$ cat src/rtl/regfile_ctrl_pkg.sv
// Shared widths and types for the regfile write-port control slice.
// Build option: WB_BYPASS_EN (see wb_port_arbiter).
package regfile_ctrl_pkg;

    localparam int XLEN     = 32;
    localparam int REG_AW   = 5;
    localparam int NUM_REGS = 1 << REG_AW;

    typedef logic [REG_AW-1:0] reg_addr_t;
    typedef logic [XLEN-1:0]   xlen_t;

endpackage

$ cat src/rtl/wb_port_arbiter_rr_arbiter.sv
// Round-robin arbiter: one-hot grant, winner index, own rotating pointer.
// The pointer moves to just past the winner, so each winner drops to lowest priority.
module rr_arbiter #(
    parameter  int N  = 3,
    localparam int IW = (N > 1) ? $clog2(N) : 1
) (
    input  logic          clk,
    input  logic          rst_n,
    input  logic [N-1:0]  req_i,
    output logic [N-1:0]  grant_o,
    output logic [IW-1:0] idx_o,
    output logic          any_o
);

    logic [IW-1:0] ptr_q;
    logic [IW-1:0] ptr_d;
    logic [IW-1:0] j;

    // Scan requests starting at the pointer, wrapping modulo N.
    always_comb begin
        grant_o = '0;
        idx_o   = '0;
        any_o   = 1'b0;
        j       = '0;
        for (int k = 0; k < N; k++) begin
            j = IW'((int'(ptr_q) + k) % N);
            if (!any_o && req_i[j]) begin
                any_o = 1'b1;
                idx_o = j;
            end
        end
        if (any_o) begin
            grant_o[idx_o] = 1'b1;
        end
    end

    // Pointer advances past the winner; idle cycles leave it alone.
    always_comb begin
        ptr_d = ptr_q;
        if (any_o) begin
            ptr_d = IW'((int'(idx_o) + 1) % N);
        end
    end

    // Pointer register.
    always_ff @(posedge clk or negedge rst_n) begin
        if (!rst_n) begin
            ptr_q <= '0;
        end else begin
            ptr_q <= ptr_d;
        end
    end

endmodule

$ cat src/rtl/wb_port_arbiter.sv
// Shares the single regfile write port among NUM_REQ writeback sources and
// keeps a pending-write scoreboard. Build option WB_BYPASS_EN adds forwarding.
module wb_port_arbiter
    import regfile_ctrl_pkg::*;
#(
    parameter  int NUM_REQ = 3,
    localparam int IW      = (NUM_REQ > 1) ? $clog2(NUM_REQ) : 1
) (
    input  logic                      clk,
    input  logic                      rst_n,
    input  logic [NUM_REQ-1:0]        req_valid,
    output logic [NUM_REQ-1:0]        req_ready,
    input  logic [NUM_REQ*REG_AW-1:0] req_rd,
    input  logic [NUM_REQ*XLEN-1:0]   req_data,
    output logic                      we,
    output reg_addr_t                 rd_addr,
    output xlen_t                     rd_data,
    input  logic                      alloc_valid,
    input  reg_addr_t                 alloc_rd,
    output logic                      alloc_ready,
    input  reg_addr_t                 rs1_addr,
    input  reg_addr_t                 rs2_addr,
    output logic                      rs1_busy,
    output logic                      rs2_busy,
    output logic [NUM_REGS-1:0]       pending,
    output logic                      err_stray,
    output logic                      rs1_fwd_valid,
    output logic                      rs2_fwd_valid,
    output xlen_t                     rs1_fwd_data,
    output xlen_t                     rs2_fwd_data
);

    logic [IW-1:0]       win_idx;
    logic                win_any;
    reg_addr_t           win_rd;
    xlen_t               win_data;
    logic                win_wr;

    logic                we_q,      we_d;
    reg_addr_t           rd_addr_q, rd_addr_d;
    xlen_t               rd_data_q, rd_data_d;
    logic [NUM_REGS-1:0] pend_q,    pend_d;
    logic                err_q,     err_d;
    logic [NUM_REGS-1:0] set_vec,   clr_vec;

    rr_arbiter #(.N(NUM_REQ)) u_rr (
        .clk     (clk),
        .rst_n   (rst_n),
        .req_i   (req_valid),
        .grant_o (req_ready),
        .idx_o   (win_idx),
        .any_o   (win_any)
    );

    // Select the winning requester's destination and data.
    always_comb begin
        win_rd   = req_rd[int'(win_idx)*REG_AW +: REG_AW];
        win_data = req_data[int'(win_idx)*XLEN +: XLEN];
        win_wr   = win_any && (win_rd != '0);
    end

    // Write stage: a grant is registered onto the port; x0 never writes.
    always_comb begin
        we_d      = 1'b0;
        rd_addr_d = rd_addr_q;
        rd_data_d = rd_data_q;
        if (win_any) begin
            we_d      = win_wr;
            rd_addr_d = win_rd;
            rd_data_d = win_data;
        end
    end

    // Scoreboard: alloc is judged on pre-clear state; a new reservation
    // wins over a stray clear of the same register.
    always_comb begin
        alloc_ready = (alloc_rd == '0) || !pend_q[alloc_rd];
        set_vec     = '0;
        clr_vec     = '0;
        if (win_wr) begin
            clr_vec[win_rd] = 1'b1;
        end
        if (alloc_valid && alloc_ready && (alloc_rd != '0)) begin
            set_vec[alloc_rd] = 1'b1;
        end
        pend_d = (pend_q & ~clr_vec) | set_vec;
        err_d  = err_q || (win_wr && !pend_q[win_rd]);
    end

    // State registers; reset drops any in-flight write.
    always_ff @(posedge clk or negedge rst_n) begin
        if (!rst_n) begin
            we_q      <= 1'b0;
            rd_addr_q <= '0;
            rd_data_q <= '0;
            pend_q    <= '0;
            err_q     <= 1'b0;
        end else begin
            we_q      <= we_d;
            rd_addr_q <= rd_addr_d;
            rd_data_q <= rd_data_d;
            pend_q    <= pend_d;
            err_q     <= err_d;
        end
    end

    // Outputs and hazard lookups; x0 never reads as busy.
    always_comb begin
        we        = we_q;
        rd_addr   = rd_addr_q;
        rd_data   = rd_data_q;
        pending   = pend_q;
        err_stray = err_q;
        rs1_busy  = (rs1_addr != '0) && pend_q[rs1_addr];
        rs2_busy  = (rs2_addr != '0) && pend_q[rs2_addr];
    end

`ifdef WB_BYPASS_EN
    // Forward the value sitting at the write port before it is readable.
    always_comb begin
        rs1_fwd_valid = we_q && (rd_addr_q == rs1_addr) && (rs1_addr != '0);
        rs2_fwd_valid = we_q && (rd_addr_q == rs2_addr) && (rs2_addr != '0);
        rs1_fwd_data  = rd_data_q;
        rs2_fwd_data  = rd_data_q;
    end
`else
    // No bypass: ports kept for a stable interface, held inactive.
    always_comb begin
        rs1_fwd_valid = 1'b0;
        rs2_fwd_valid = 1'b0;
        rs1_fwd_data  = '0;
        rs2_fwd_data  = '0;
    end
`endif

endmodule

$ cat config.mk
export PLATFORM = sky130hd
export DESIGN_NAME = wb_port_arbiter
export DESIGN_NICKNAME = d
export VERILOG_FILES = /design/src/rtl/regfile_ctrl_pkg.sv /design/src/rtl/wb_port_arbiter_rr_arbiter.sv /design/src/rtl/wb_port_arbiter.sv
export SDC_FILE = /design/constraint.sdc
export NUM_CORES = 1
export LEC_CHECK = 0
export BUFFER_PORTS_ARGS = -buffer_cell sky130_fd_sc_hd__buf_2
export CORE_UTILIZATION = 42
export DETAILED_ROUTE_END_ITERATION = 10
export HOLD_SLACK_MARGIN = 0.02
export PLACE_DENSITY = 0.74
export SLEW_MARGIN = 0
export SYNTH_ARGS = -nofsm -noshare
export SYNTH_HDL_FRONTEND = slang
export SYNTH_SLANG_ARGS = --single-unit
$ cat constraint.sdc
create_clock -name clk -period 6.4 [get_ports clk]
set_clock_uncertainty 0.05 [all_clocks]
set_input_delay 1.6 -clock clk [delete_from_list [all_inputs] [get_ports clk]]
set_output_delay 1.6 -clock clk [all_outputs]
set_load 0.005 [all_outputs]
Word level (Yosys, flattened, before mapping)
Index checks and enable logic that the tools add are counted.

Multipliers: 1. Shifts and indexed selects: 2. Magnitude comparators: 11. Reductions and logical operators: 22. Bitwise gates (word level): 3. Add/subtract/negate cells: 3. Eq/ne operators: 0. Multiplexer cells: 30. Div/mod/pow operators: 4.

Operators with widths (count): $mod A32 B3 Y32 const B (3); $shiftx A96 B8 Y32 (1); $mux W32 (2); $and A32 B32 Y32 (1); $mod A3 B3 Y32 const B (1); $not A32 Y32 (1); $or A32 B32 Y32 (1); $lt A5 B6 Y1 const B (4); $bmux W1 S5 (4); $reduce_bool A5 Y1 (4); $shiftx A15 B6 Y5 (1); $mux W1 (14); $lt A2 B3 Y1 const B (4); $logic_and A1 B1 Y1 (11); $demux W1 S5 (2); $ge A5 B1 Y1 const B (2); $add A2 B1 Y3 const B (2); $bmux W1 S2 (3); $mux W2 (3); $logic_not A5 Y1 (1); $mul A2 B3 Y5 const B (1); $logic_not A1 Y1 (4); $add A2 B2 Y3 const B (1); $mux W3 (1); other kinds (3) (4).

Latch bits: 0. Memory bits (read-only): 0. Output and inout port bits: 143. Bits in writable memories: 0. Memories kept: 0. Register bits: 73. Input port bits: 132.

Depth between registers and ports, before layout
Gate-level depths: netlist of the first run.

Depth after elaboration: 20. Mapped depth: 14. Depth with buffers taken out: 11.

Hierarchy
A second synthesis of the first run with hierarchy kept.

Cells, all modules: 593. Area total of the unflattened synthesis: 5539.1 µm².

By module, submodules not included: wb_port_arbiter (area each 5163.7 µm², seq. area each 1776.7 µm², times used 1, cells each 549); rr_arbiter (area each 375.4 µm², seq. area each 50.0 µm², times used 1, cells each 44).

Least setup slack after synthesis of the first run
No wires, ideal clock.

Kind: input -> output. Start: in alloc_rd[0]. End: out alloc_ready. Slack: 1.456 ns. Path buffers: 1. Arrival time: 3.294 ns. Cell stages on the path: 7. Path through: buf_1 mux4_2 mux2_2 a22oi_1 a21o_1 inv_1 o22ai_1.

Word-level cells in the longest chain between the ends: 4.

Ends and longest elaborated chain: from (decl) (RTL line wb_port_arbiter.sv:19) `input reg_addr_t alloc_rd,`; $bmux W1 S5 (RTL line wb_port_arbiter.sv:77) `alloc_ready = (alloc_rd == '0) || !pend_q[alloc_rd];`; $mux W1 (implied by the code) (RTL line wb_port_arbiter.sv:77); $logic_not A1 Y1 (RTL line wb_port_arbiter.sv:77); $logic_or A1 B1 Y1 * (RTL line wb_port_arbiter.sv:77); to (decl) (RTL line wb_port_arbiter.sv:20) `output logic alloc_ready,`.

Every way passes the cells marked *; elsewhere a longest branch is shown, timed or not. The select of a mux whose other input is x is not followed.

Final worst setup path of the first run
Start: in req_valid[1]. End: out req_ready[2].

Word-level cells in the longest chain between the ends: 14.

Ends and longest elaborated chain: from (decl) (RTL line wb_port_arbiter.sv:11) `input logic [NUM_REQ-1:0] req_valid,`; $bmux W1 S2 (RTL line wb_port_arbiter_rr_arbiter.sv:27) `if (!any_o && req_i[j]) begin`; $mux W1 (implied by the code) (RTL line wb_port_arbiter_rr_arbiter.sv:27); $mux W1 (RTL line wb_port_arbiter_rr_arbiter.sv:27); $logic_not A1 Y1 (RTL line wb_port_arbiter_rr_arbiter.sv:27); $logic_and A1 B1 Y1 (RTL line wb_port_arbiter_rr_arbiter.sv:27); $mux W1 (RTL line wb_port_arbiter_rr_arbiter.sv:27); $logic_not A1 Y1 (RTL line wb_port_arbiter_rr_arbiter.sv:27); $logic_and A1 B1 Y1 (RTL line wb_port_arbiter_rr_arbiter.sv:27); $mux W2 (RTL line wb_port_arbiter_rr_arbiter.sv:27); $lt A2 B3 Y1 (implied by the code) / $ge A2 B1 Y1 (equally long branches) (RTL line wb_port_arbiter_rr_arbiter.sv:33) `grant_o[idx_o] = 1'b1;`; $logic_and A1 B1 Y1 (implied by the code) (RTL line wb_port_arbiter_rr_arbiter.sv:33); $mux W1 (implied by the code) (RTL line wb_port_arbiter_rr_arbiter.sv:33); $demux W1 S2; $mux W3 * (RTL line wb_port_arbiter_rr_arbiter.sv:32) `if (any_o) begin`; to (decl) (RTL line wb_port_arbiter.sv:12) `output logic [NUM_REQ-1:0] req_ready,`.

Marks and branches as above.

==> flow_metrics.tcl, run 1 <==
set metrics [dict create \
    clkTransAtPathRegs_ps 50 \
    status "finished, final reports clean" \
    synthesis.area_sq_um 5540 \
    power.internal_mw 1.95 \
    synth_edf_count 0 \
    yosysUniqueCellTypes 57 \
    r2r_cells 11 \
    clock_latency_ps 340 \
    finalNetCount 929 \
    start_util_pct 43.6 \
    drt_wl_total_um 16700 \
    avgViaCountPerCell 5.40 \
    period_share_pct 80.7 \
    gp_congestion 0.881 \
    dieArea_sq_um 13700 \
    placed_cell_area_sq_um 6420 \
    drive_gt1_share_pct 34.9 \
    worstHoldPathCells 2 \
    reg2reg_slack_ps 1830 \
    yosys_warnings 0 \
    synth_top_area_share_pct 33.0 \
    worstPathMaxFanout 16 \
    synth-main-ff-cell "dfrtp_1" \
    pre_cts_ws_ps 1150 \
    grt_max_degree 74 \
    die_x_um 117 \
    clock_path_buffers 2 \
    setup_violations 0 \
    r2r-start "u_rr.ptr_q[0]" \
    cp.required_ps 4750 \
    ys_top_cells_by_count "o21ai_0 (77), dfrtp_1 (73), buf_4 (66), nand2_1 (66)" \
    p_per_area_nw_per_um2 560 \
    io_buffer_count 208 \
    cts_inserted_buffers 9 \
    dp_hpwl_um 12800 \
    comb_power_share_pct 63.4 \
    worst_pin_slew_ps 942 \
    arrival_ps 3520 \
    core-area_sq_um 12700 \
    clkPwrFrac_pct 11.8 \
    min_from "rd_addr[3]" \
    holdWs_ps 420 \
    cp-startpoint "req_valid[1]" \
    slew_headroom_pct 37.2 \
    io_pins 275 \
    clock-root-buffer "clkbuf_16" \
    hold_end "rd_addr[3]" \
    cts_setup_buffers 0 \
    hold_viol 0 \
    p_leak_nw 3.21 \
    cp-start-kind "input port" \
    grt_usage_pct 24.1 \
    overflow 0 \
    swShare_pct 47.8 \
    cts_sinks 73 \
    antenna_left 0 \
    yosysTopAreaCell "dfrtp_1" \
    r2r-end "err_stray" \
    fin_crit_ps 5170 \
    antenna_cells 0 \
    nFillCells 1257 \
    fin_ws_ps 1230 \
    num_vias 5224 \
    yosysSeqAreaShare_pct 33.0 \
    area_delta_synth_final_pct 20.3 \
    yosys.cell_count.top_type "o21ai_0" \
    drc 0 \
    wl_per_cell_um 17.2 \
    hold_path.class "reg -> reg" \
    power.share.sequential_pct 24.8 \
    finalInstanceArea_sq_um 6670 \
    stdcell_count 968 \
    finalMaxSlewViolations 0 \
    htreeDepth 3 \
    peakVddDrop_mv 0.294 \
    finalPower_mw 3.73 \
    fmax_ghz 0.194 \
    synth.ff_latch_count 73 \
    end_kind "output port" \
    critPathKind "in -> out" \
    postSynthCellCount 608 \
    ctsHoldBuffers 0 \
    dp_cells 954 \
    core.rowCount 41 \
    drtPass1Iterations 5 \
    cts_tree "yes" \
    setup_tns_ps 0 \
    final_core_utilization_pct 52.4 \
    cts_resized 0 \
    drtIter0Drc 401 \
    antenna_found_initial 0 \
    grt_pass1_wl_um 24800 \
    p_sw_mw 1.79 \
    die_height_um 117 \
    grt_pass1_vias 4803 \
    yosys-top-cells-area "dfrtp_1 (33%), mux4_2 (11%), buf_4 (8.9%)" \
    grt_setup_unrepaired "false" \
    syn_area_per_cell_sq_um 9.12 \
    drv_cap 0 \
    async_reset_ff_share_pct 100 \
]
## power by group through the flow
stage | Sequential, mW | Clock (mW) | Combinational (mW)
after floorplan | 0.879 | 0 | 1.71
after global placement | 0.915 | 0 | 2.32
after detailed placement | 0.917 | 0 | 2.37
after CTS | 0.917 | 0.450 | 2.37
after global routing | 0.950 | 0.471 | 2.62
final | 0.926 | 0.439 | 2.37
## cells in the final DEF (no fill, tap or decap), types with 2 or more instances in the layout
master and count:
a21o_1 6, a21oi_1 39, a22o_1 2, a22oi_1 10
a31oi_2 2, and2_1 2, buf_2 207, buf_4 5
clkbuf_1 4, clkbuf_16 9, conb_1 66, dfrtp_1 73
ha_1 4, inv_1 9, mux2_2 12, mux2i_1 39
mux2i_2 2, mux4_2 26, nand2_1 65, nand2b_1 6
nand3_1 19, nand3b_1 5, nor2_1 39, nor2b_1 5
nor3_1 6, nor3b_1 2, o2111ai_1 3, o21ai_0 77
o21ai_1 13, o221ai_1 2, o22ai_1 3, o31ai_1 4
or2_2 2, or3_1 2, or4b_1 2
## flip-flops by register name (all words and copies together), names as in the netlist
name        flops
rd_data        32
pending        32
rd_addr         5
err_stray       1
we              1
u_rr.ptr_q      2
## routing by layer
metal | part of all wire [%] | wire, um | GRT usage [%]
met1 | 38 | 6320 | 27.8
met2 | 51 | 8560 | 43.2
met3 | 8.9 | 1490 | 6.64
met4 | 1.9 | 310 | 8.10
met5 | 0 | 0 | 0
## area by class of cell
type	count	area, sq um	area share [%]
sequential	73	1830	27.4
timing repair buffer	212	1070	16.1
multi-input combinational	487	3270	49.0
tap	172	215	3.23
clock inverter	1	5.00	0.0751
clock buffer	13	240	3.60
inverter	10	37.5	0.563
## worst max path at each step
stage / to / slack (ps) / cells past startpoint
finish: req_ready[2] / 1230 / 7
global route: req_ready[2] / 1060 / 7
CTS: req_ready[2] / 1240 / 7
detailed placement: err_stray / 1150 / 10
global placement: err_stray / 1180 / 10
floorplan: alloc_ready / 1460 / 7
## worst max-delay path: stages
cell and delay (ps):
buf_2 140, mux2i_2 230, o21ai_2 180, o221ai_2 450, and2_1 660, nor2_1 90
buf_2 160
## cells by family after synthesis
logic type               share of synthesized area, %
multiplexers                                     21.0
flip-flops                                       33.0
AO/OA/AOI/OAI                                    18.7
AND/OR/NAND/NOR                                  13.6
adder cells (fa/ha/maj)                         0.903
buffers and inverters                            12.8
other                                          0.0677
Power figures use the tool's default switching activity.
==> inputs of run 2 (changes only) <==
==> constraint.sdc (replaced) <==
create_clock -name clk -period 4.9 [get_ports clk]
set_clock_uncertainty 0.05 [all_clocks]
set_input_delay 1.225 -clock clk [delete_from_list [all_inputs] [get_ports clk]]
set_output_delay 1.225 -clock clk [all_outputs]
set_load 0.005 [all_outputs]
==> run 2 against run 1 <==
First-iteration DRC count grew 2.5%. Sequential power grew 33%. Non-clock buffer count grew 5. Clock power grew 51%. Critical path depth grew 1. Cell count grew 0.62%. Die area is the same. Via count shrank 0.29%. Flip-flop and latch count is the same. Hold slack gained 6.3 ps.
==> flow_metrics.tcl, run 2 (synthesis results as in run 1) <==
set metrics [dict create \
    wl_per_cell_um 17.2 \
    finalMaxSlewViolations 0 \
    drtIter0Drc 411 \
    hold_end "rd_addr[3]" \
    io_pins 275 \
    critPathKind "in -> out" \
    fmax_ghz 0.232 \
    antenna_left 0 \
    mostFrequentLayoutCells "buf_2 (207), o21ai_0 (77), dfrtp_1 (73)" \
    r2r-end "err_stray" \
    stdcell_count 974 \
    io_buffer_count 208 \
    clock_latency_ps 340 \
    crit_path_cell_trace "buf_2 > mux4_2 > mux2_2 > a221oi_1 > a21o_1 > inv_1 > o22ai_1 > buf_2" \
    worstHoldPathCells 2 \
    min_from "rd_addr[3]" \
    slew_headroom_pct 37.2 \
    drt_wl_total_um 16700 \
    die_height_um 117 \
    drc 0 \
    worst_pin_slew_ps 942 \
    finalNetCount 934 \
    slowest_delay_ps 540 \
    cp.required_ps 3620 \
    gp_congestion 0.953 \
    core.rowCount 41 \
    grt_usage_pct 24.7 \
    num_vias 5209 \
    path_common_cell "buf_2" \
    clock-root-buffer "clkbuf_16" \
    cp-start-kind "input port" \
    dp_hpwl_um 12700 \
    worstPathMaxFanout 12 \
    finalPower_mw 5.03 \
    final_common_cell "buf_2" \
    status "finished, final reports clean" \
    core-area_sq_um 12700 \
    setup_tns_ps 0 \
    p_leak_nw 3.26 \
    clock_path_buffers 2 \
    overflow 0 \
    cts_sinks 73 \
    dp_cells 959 \
    reg2reg_slack_ps 1030 \
    drtPass1Iterations 6 \
    grt_pass1_wl_um 25300 \
    r2r_cells 12 \
    start_util_pct 43.6 \
    die_x_um 117 \
    antenna_found_initial 0 \
    grt_setup_unrepaired "false" \
    cts_resized 0 \
    clkTransAtPathRegs_ps 60 \
    grt_max_degree 74 \
    setup_violations 0 \
    dieArea_sq_um 13700 \
    p_per_area_nw_per_um2 745 \
    period_share_pct 88.1 \
    hold_viol 0 \
    area_delta_synth_final_pct 21.9 \
    htreeDepth 3 \
    cts_setup_buffers 0 \
    fin_ws_ps 584 \
    ctsHoldBuffers 0 \
    cts_tree "yes" \
    grt_pass1_vias 4893 \
    r2r-start "u_rr.ptr_q[0]" \
    drv_cap 0 \
    final_core_utilization_pct 53.1 \
    avgViaCountPerCell 5.35 \
    antenna_cells 0 \
    hold_path.class "reg -> reg" \
    peakVddDrop_mv 0.441 \
    slowest_stage "mux4_2" \
    pre_cts_ws_ps 590 \
    cp-startpoint "alloc_rd[0]" \
    end_kind "output port" \
    drive_gt1_share_pct 35.7 \
    nFillCells 1237 \
    arrival_ps 3040 \
    cts_inserted_buffers 9 \
    fin_crit_ps 4320 \
]
## run 2: cell type report
cell class	count	area (sq um)	area share [%]
Clock buffer	13	260	3.85
Clock inverter	2	37.5	0.556
Inverter	10	37.5	0.556
Multi-Input combinational cell	487	3270	48.4
Sequential cell	73	1830	27.0
Tap cell	172	215	3.19
Timing Repair Buffer	217	1110	16.4
## run 2: power breakdown
part	switching, mW	internal [mW]	total, mW
sequential	0.318	0.912	1.23
clock	0.243	0.419	0.663
combinational	1.81	1.33	3.14
total	2.37	2.66	5.03
## run 2: through the flow
step	hold slack (ps)	cell area, sq um
after detailed placement	417	6460
after global placement	405	6460
final	426	6760
after CTS	432	6760
after floorplan	406	5790
after global routing	444	6760
## run 2: worst max-delay path by stage
| stage | to | slack (ps) | cells past startpoint |
|---|---|---|---|
| 4_1_cts | alloc_ready | 590 | 8 |
| 3_3_place_gp | alloc_ready | 620 | 8 |
| 5_1_grt | alloc_ready | 480 | 8 |
| 6_report | alloc_ready | 580 | 8 |
| 3_5_place_dp | alloc_ready | 590 | 8 |
| 2_1_floorplan | alloc_ready | 710 | 7 |
## run 2: critical path, delay by kind of cell
kind                   cells  cell delay, ps
AOI/OAI and AO/OA          3             550
muxes                      2             810
buffers and inverters      3             460
## run 2: metal layers
layer / part of all wire (%) / vias up / GRT usage (%)
li1: - / 2451 / -
met1: 39 / 2410 / 29.4
met2: 50 / 313 / 42.5
met3: 9.2 / 35 / 7.36
met4: 1.9 / 0 / 8.61
met5: 0 / - / 0
==> inputs of run 3 (changes only) <==
--- a/config.mk
+++ b/config.mk
@@ -5,11 +5,13 @@
 export SDC_FILE = /design/constraint.sdc
 export NUM_CORES = 1
 export LEC_CHECK = 0
+export ABC_CLOCK_PERIOD_IN_PS = 4900
 export BUFFER_PORTS_ARGS = -buffer_cell sky130_fd_sc_hd__buf_2
 export CORE_UTILIZATION = 42
 export DETAILED_ROUTE_END_ITERATION = 10
 export HOLD_SLACK_MARGIN = 0.02
 export PLACE_DENSITY = 0.74
+export REMOVE_ABC_BUFFERS = 1
 export SLEW_MARGIN = 0
 export SYNTH_ARGS = -nofsm -noshare
 export SYNTH_HDL_FRONTEND = slang
==> run 3 against run 2 <==
Combinational power is 1% lower. Critical endpoint unchanged. Die area unchanged. Critical path type unchanged. Largest power group unchanged. Total power grew 1.8%. Wire length shrank 0.39%. Highest routed layer unchanged.
==> flow_metrics.tcl, run 3 (synthesis results as in run 1) <==
set metrics [dict create \
    r2r_cells 12 \
    clkTransAtPathRegs_ps 60 \
    fmax_ghz 0.230 \
    finalPower_mw 5.13 \
    mostFrequentLayoutCells "buf_2 (207), o21ai_0 (77), dfrtp_1 (73)" \
    clock_path_buffers 2 \
    end_kind "output port" \
    ctsHoldBuffers 0 \
    antenna_found_initial 0 \
    cp-start-kind "input port" \
    dieArea_sq_um 13700 \
    hold_viol 0 \
    start_util_pct 43.6 \
    final_common_cell "buf_2" \
    arrival_ps 3070 \
    stdcell_count 974 \
    grt_pass1_wl_um 25000 \
    seq_area_sq_um 1830 \
    r2r-start "u_rr.ptr_q[0]" \
    core.rowCount 41 \
    dp_cells 958 \
    setup_violations 0 \
    core-area_sq_um 12700 \
    drt_wl_total_um 16700 \
    finalMaxSlewViolations 0 \
    nFillCells 1242 \
    reg2reg_slack_ps 880 \
    cp.required_ps 3620 \
    r2r-end "pending[17]" \
    die_height_um 117 \
    drive_gt1_share_pct 35.9 \
    num_vias 5265 \
    io_buffer_count 208 \
    p_leak_nw 3.29 \
    area_delta_synth_final_pct 23.0 \
    wl_per_cell_um 17.1 \
    multi_input_area_sq_um 3270 \
    setup_tns_ps 0 \
    hold_end "rd_data[2]" \
    fin_crit_ps 4340 \
    clock_latency_ps 330 \
    path_common_cell "buf_2" \
    avgViaCountPerCell 5.41 \
    antenna_cells 0 \
    die_x_um 117 \
    dp_hpwl_um 12500 \
    drtPass1Iterations 7 \
    antenna_left 0 \
    peakVddDrop_mv 0.598 \
    cts_inserted_buffers 9 \
    worstPathMaxFanout 12 \
    finalNetCount 933 \
    slowest_delay_ps 550 \
    clock-root-buffer "clkbuf_16" \
    critPathKind "in -> out" \
    cts_sinks 73 \
    worst_pin_slew_ps 939 \
    overflow 0 \
    hold_path.class "reg -> reg" \
    cts_setup_buffers 0 \
    io_pins 275 \
    drv_cap 0 \
    drc 0 \
    htreeDepth 3 \
    status "finished, final reports clean" \
    cts_resized 0 \
    worstHoldPathCells 2 \
    drtIter0Drc 331 \
    cts_tree "yes" \
    min_from "rd_data[2]" \
    slowest_stage "mux4_2" \
    final_core_utilization_pct 53.6 \
    grt_setup_unrepaired "false" \
    holdWs_ps 421 \
    crit_path_cell_trace "buf_2 > mux4_2 > mux2_2 > a221oi_1 > a21o_1 > inv_1 > o22ai_1 > buf_2" \
    slew_headroom_pct 37.4 \
    gp_congestion 0.908 \
    grt_pass1_vias 4843 \
    period_share_pct 88.6 \
    p_per_area_nw_per_um2 752 \
    grt_usage_pct 24.3 \
    grt_max_degree 74 \
]
==> run 3: cell count changes in the layout (fill, tap and decap cells not counted), sizes merged <==
| cell | change |
|---|---|
| buf | -1 |
| bufinv | +2 |
| clkbuf | -1 |
==> run 3: worst max-delay path by stage <==
stage                       startpoint            to  cells after the start
after floorplan           req_valid[2]  req_ready[0]                      4
after global placement     alloc_rd[0]   alloc_ready                      8
after detailed placement  req_valid[1]   pending[25]                     11
after CTS                  alloc_rd[0]   alloc_ready                      8
after global routing       alloc_rd[0]   alloc_ready                      8
final                      alloc_rd[0]   alloc_ready                      8
==> run 3: area by class of cell <==
class	instances	share of cell area, %
Clock buffer	12	3.91
Clock inverter	4	1.43
Inverter	10	0.551
Multi-Input combinational cell	487	48.0
Sequential cell	73	26.8
Tap cell	172	3.16
Timing Repair Buffer	216	16.2
==> run 3: critical path: cells and delay by family <==
kind / cells / cell delay (ps)
AO/OA/AOI/OAI: 3 / 560
multiplexers: 2 / 820
buffers and inverters: 3 / 460
==> run 3: where the power goes <==
part / switching (mW) / leakage (nW) / internal (mW) / total [mW]
Sequential: 0.329 / 0.902 / 0.911 / 1.24
Clock: 0.249 / 0.175 / 0.539 / 0.788
Combinational: 1.78 / 2.21 / 1.32 / 3.10
==> run 3: stage by stage <==
step	instance area [sq um]	setup slack [ps]
detailed placement	6450	558
global placement	6450	618
finish	6820	557
CTS	6820	572
global route	6820	381
floorplan	5120	-1650
==> run 3: per-layer routing <==
layer	share of wire (%)	up-vias	track usage, %
li1	-	2453	-
met1	39	2475	29.3
met2	49	300	42.0
met3	9.2	37	5.66
met4	2.4	0	10.2
met5	0	-	0
